--- config.mk ---
export PLATFORM = sky130hd
export DESIGN_NAME = hazard_ctrl
export DESIGN_NICKNAME = d
export VERILOG_FILES = /design/src/rtl/hazard_ctrl.sv
export SDC_FILE = /design/constraint.sdc
export NUM_CORES = 1
export LEC_CHECK = 0
export CORE_MARGIN = 2
export CORE_UTILIZATION = 26
export DETAILED_ROUTE_END_ITERATION = 8
export GPL_TIMING_DRIVEN = 0
export HOLD_SLACK_MARGIN = 0.03
export MAX_ROUTING_LAYER = met4
export PLACE_DENSITY = 0.88
export SYNTH_ARGS = -nofsm -noshare
export SYNTH_HDL_FRONTEND = slang
export SYNTH_SLANG_ARGS = --single-unit
--- constraint.sdc ---
create_clock -name clk -period 2.32 [get_ports clk]
set_input_delay 0.696 -clock clk [delete_from_list [all_inputs] [get_ports clk]]
set_output_delay 0.696 -clock clk [all_outputs]
set_load 0.01 [all_outputs]
--- src/rtl/hazard_ctrl.sv ---
`default_nettype none
// ============================================================================
// Module      : hazard_ctrl
// Description : Load-use stall, taken-branch squash and ECALL/EBREAK
//               drain/halt control for the RV32I five-stage pipeline.
//               Define HAZARD_PERF_CNT_EN to build the stall/flush counters.
// Revision    : 1.0 - initial release
// ============================================================================
module hazard_ctrl #(
    parameter int DRAIN_CYCLES = 3,
    parameter int CNT_W        = 32
) (
    input  logic             clk,
    input  logic             rst,
    input  logic [4:0]       id_rs1,
    input  logic [4:0]       id_rs2,
    input  logic             id_use_rs1,
    input  logic             id_use_rs2,
    input  logic             id_halt_req,
    input  logic [4:0]       ex_rd,
    input  logic             ex_mem_rd,
    input  logic             ex_br_taken,
    input  logic             resume,
    output logic             pc_en,
    output logic             if_id_en,
    output logic             if_id_flush,
    output logic             id_ex_en,
    output logic             id_ex_flush,
    output logic             halted,
    output logic [CNT_W-1:0] cnt_stall,
    output logic [CNT_W-1:0] cnt_flush
);

    localparam int                c_dcnt_w    = $clog2(DRAIN_CYCLES + 1);
    localparam logic [c_dcnt_w-1:0] c_dcnt_init = c_dcnt_w'(DRAIN_CYCLES);
    localparam logic [c_dcnt_w-1:0] c_dcnt_one  = c_dcnt_w'(1);

    typedef enum logic [1:0] {
        ST_RUN    = 2'd0,
        ST_DRAIN  = 2'd1,
        ST_HALTED = 2'd2
    } state_t;

    state_t              r_state;
    state_t              w_state_nxt;
    logic [c_dcnt_w-1:0] r_dcnt;
    logic [c_dcnt_w-1:0] w_dcnt_nxt;
    logic                w_luh;
    logic                w_run;

    assign w_luh = ex_mem_rd && (ex_rd != 5'd0) &&
                   ((id_use_rs1 && (ex_rd == id_rs1)) ||
                    (id_use_rs2 && (ex_rd == id_rs2)));
    assign w_run = (r_state == ST_RUN);

    always_ff @(posedge clk) begin
        if (rst) begin
            r_state <= ST_RUN;
            r_dcnt  <= '0;
        end else begin
            r_state <= w_state_nxt;
            r_dcnt  <= w_dcnt_nxt;
        end
    end

    always_comb begin
        pc_en       = 1'b0;
        if_id_en    = 1'b0;
        if_id_flush = 1'b0;
        id_ex_en    = 1'b0;
        id_ex_flush = 1'b0;
        halted      = 1'b0;
        w_state_nxt = r_state;
        w_dcnt_nxt  = r_dcnt;
        if (!rst) begin
            case (r_state)
                ST_RUN: begin
                    // A taken branch squashes the ID instruction, so any hazard
                    // or halt request it carries is moot.
                    if (ex_br_taken) begin
                        pc_en       = 1'b1;
                        if_id_en    = 1'b1;
                        if_id_flush = 1'b1;
                        id_ex_en    = 1'b1;
                        id_ex_flush = 1'b1;
                    end else if (w_luh) begin
                        id_ex_en    = 1'b1;
                        id_ex_flush = 1'b1;
                    end else if (id_halt_req) begin
                        id_ex_en    = 1'b1;
                        w_state_nxt = ST_DRAIN;
                        w_dcnt_nxt  = c_dcnt_init;
                    end else begin
                        pc_en       = 1'b1;
                        if_id_en    = 1'b1;
                        id_ex_en    = 1'b1;
                    end
                end
                ST_DRAIN: begin
                    id_ex_en    = 1'b1;
                    id_ex_flush = 1'b1;
                    w_dcnt_nxt  = r_dcnt - c_dcnt_one;
                    if (r_dcnt <= c_dcnt_one) begin
                        w_state_nxt = ST_HALTED;
                        w_dcnt_nxt  = '0;
                    end
                end
                ST_HALTED: begin
                    halted = 1'b1;
                    if (resume) begin
                        w_state_nxt = ST_RUN;
                    end
                end
                default: begin
                    w_state_nxt = ST_RUN;
                    w_dcnt_nxt  = '0;
                end
            endcase
        end
    end

`ifdef HAZARD_PERF_CNT_EN
    localparam logic [CNT_W-1:0] c_cnt_one = CNT_W'(1);

    logic [CNT_W-1:0] r_cnt_stall;
    logic [CNT_W-1:0] r_cnt_flush;

    always_ff @(posedge clk) begin
        if (rst) begin
            r_cnt_stall <= '0;
            r_cnt_flush <= '0;
        end else begin
            if (w_run && ex_br_taken) begin
                r_cnt_flush <= r_cnt_flush + c_cnt_one;
            end
            if (w_run && w_luh && !ex_br_taken) begin
                r_cnt_stall <= r_cnt_stall + c_cnt_one;
            end
        end
    end

    assign cnt_stall = r_cnt_stall;
    assign cnt_flush = r_cnt_flush;
`else
    logic w_unused;
    assign w_unused  = w_run;
    assign cnt_stall = '0;
    assign cnt_flush = '0;
`endif

endmodule
`default_nettype wire

==> results.md <==
- Max_cap viols: 0
- Final worst path period share: 111%
- Via-to-Cell Ratio: about 3.3
- Worst r2r path cells: 4
- Area delta synth->final: 75.2%
- Final worst slack: -0.246 ns
- I/O Buffers: 28
- Mean Syn Cell Area: around 7.5 um^2
- Pwr per Cell Area: 285 mW/mm^2
- Pre-Repair DR Iteration Count: 4
- Row count: 20
- Fmax: a little under 400 MHz
- RePlAce Congestion: ~0.78
- Root Buffer: clkbuf_4
- Setup crit start kind: primary input
- Clk pin slew, worst setup/hold paths: about 0.030 ns
- Die ar.: around 0.0038 mm^2
- Largest area contributor in the netlist: buf_4
- Number of distinct library cells after synthesis: 24
- Global-route wire length before repair: 2.73 mm
- CTS tree: done
- Max Slew Vio Count: 0
- Critical Path RT: between 1.5 and 2 ns
- DRT iter0 DRCs: 12
- Sequential Area: 80.1 um^2
- # diodes: 0
- Layout Utilization: between 40% and 50%
- Sequential fraction of the synthesis area: ~9%
- Critical path class: in2out
- Worst Path Arrival: roughly 1.9 ns
- Placeable Area: ~0.0031 mm^2
- Period minus WS final: 2.57 ns
- RSZ-0062 raised after global routing: true
- Wirelength per Cell: slightly above 7 um
- Fraction of layout cells with a size suffix above 1: 44.0%
- Post-synthesis register bit count: 4
- Mapped cell area: between 800 and 900 um^2
- Die width: 61.8 um
- Via count: between 800 and 900
- Grt total ovfl: 0
- Status: finished, violations left
- Post-route DRC: 0
- Final WL: 1.87 mm
- Vias in the first global route: ~690
- Fillers: 333
- Worst setup EP type: output pin
- Synth warnings: 0
- Number of CTS-inserted buffers: 3
- Post-DP HPWL: between 1.5 and 2 mm
- Clock sink total: 4
- Post-synth EDFFs: 0
- Hold Crit Class: reg2reg
- I/O Pins: 93
- Initial antenna violation count: 0
- Post-CTS Hold Fix Bufs: 0
- Initial cell density of the core: 28.0%
- Clock Skew: between 0.002 and 0.0025 ns
- Share of flip-flops with an asynchronous set or reset: 0%
- Multi-input gate area: roughly 570 um^2
- Largest net degree at the start of global routing: 10
- Top-area cell type share of the netlist area: 56.2%
- Top-count cell post-synth: buf_4
- H-tree depth: 1
- Global Route Usage Sum: under 10%
- Worst skew pair latency: 0.23 ns
- Dominant cells by area after synthesis: buf_4 56%, xnor2_1 10%, dfxtp_1 9.2%
- WHS Path Cells: 2
- Clock Path Buffers: 2
- Prevailing post-synth register cell: dfxtp_1
- Endpoints failing setup: 3
- Die H: 61.8 um
- Final TNS setup: -0.661 ns
- ANT nets after route: 0
- Crit Path Max Fanout: 2
- Leakage: between 0.8 and 0.9 nW
- Commonest cells in the synthesized netlist: 65 x buf_4, 10 x xnor2_1, 6 x nor2_1, 4 x dfxtp_1
- Final hold violation count: 0
- Final net count: between 200 and 250
- PnR Total Power: about 430 uW
- VDD IR-drop max: about 0.085 mV
- Failing checks: setup timing
- Syn Inst Count: between 100 and 150
[layout make-up]
| class | count | area share (%) |
|---|---|---|
| Buffer | 66 | 32.8 |
| Timing Repair Buffer | 34 | 18.8 |
| Multi-Input combinational cell | 107 | 37.6 |
| Clock buffer | 3 | 1.48 |
| Inverter | 2 | 0.493 |
| Sequential cell | 4 | 5.26 |
| Tap cell | 44 | 3.62 |
[critical path, cell delays in order]
cell,delay (ns)
buf_8,0.09
or4_4,0.53
o21ai_4,0.15
nor2_2,0.06
a21oi_2,0.13
buf_4,0.12
buf_6,0.09
[state kept, by name (all words and copies together) (netlist names)]
signal   cells
r_state      2
r_dcnt       2
[power by group]
part	internal (mW)	leakage [nW]	switching, mW
clock network	0.0578	0.0138	0.0276
registers	0.0774	0.0330	0.00737
logic	0.147	0.839	0.117
[logic make-up after synthesis]
kind of cell | synth area share, %
buf+inv | 58.4
simple gates | 12.7
compound gates | 9.22
xor+xnor | 10.1
flops | 9.22
other cells | 0.432
[layer usage]
metal  share of wire, %  vias up  wire length (um)  GRT usage (%)
li1                   -      452                 -              -
met1                 33      334               616           9.39
met2                 53       57               995           19.1
met3                 13        2               244           2.28
met4               0.59        0                11           3.65
met5                  0        -                 0              -
[metrics by stage]
step	cells	cell area [um^2]	setup WS, ns	hold slack [ns]
finish	260	1520	-0.246	0.539
global route	260	1520	-0.329	0.563
CTS	260	1520	-0.298	0.538
detailed placement	251	1440	-1.16	0.531
global placement	251	1440	-1.15	0.518
floorplan	179	1110	-0.149	0.492
[cells in the final DEF (no fill, tap or decap), drive strengths merged]
cell and instances:
o22a 1, a31oi 1, o221ai 1, or4 1, nor3 1, nor3b 3, clkdlybuf4s15 3, nand2 3
dfxtp 4, nand3b 1, clkbuf 5, and2 1, inv 2, o22ai 1, clkdlybuf4s50 5, dlygate4sd2 10
o41ai 1, nand3 3, nor2 6, a21oi 2, o211ai 1, nand4 2, buf 80, o21ai 4
xnor2 10, conb 64
[worst paths after layout]
path               from         to  slack, ns
min reg2reg   r_dcnt[1]  r_dcnt[1]       0.54
max reg2reg  r_state[1]  r_dcnt[0]       0.94
max            ex_rd[4]      pc_en      -0.25
min           r_dcnt[1]  r_dcnt[1]       0.54
[what timing repair did]
item | CTS | global route
endpoints found under the setup margin | 6 | 4
buffers inserted | 6 | 0
pin swaps | 20 | 9
gates resized for setup | 62 | 8
No activity file was read; power rests on OpenSTA's default activity.
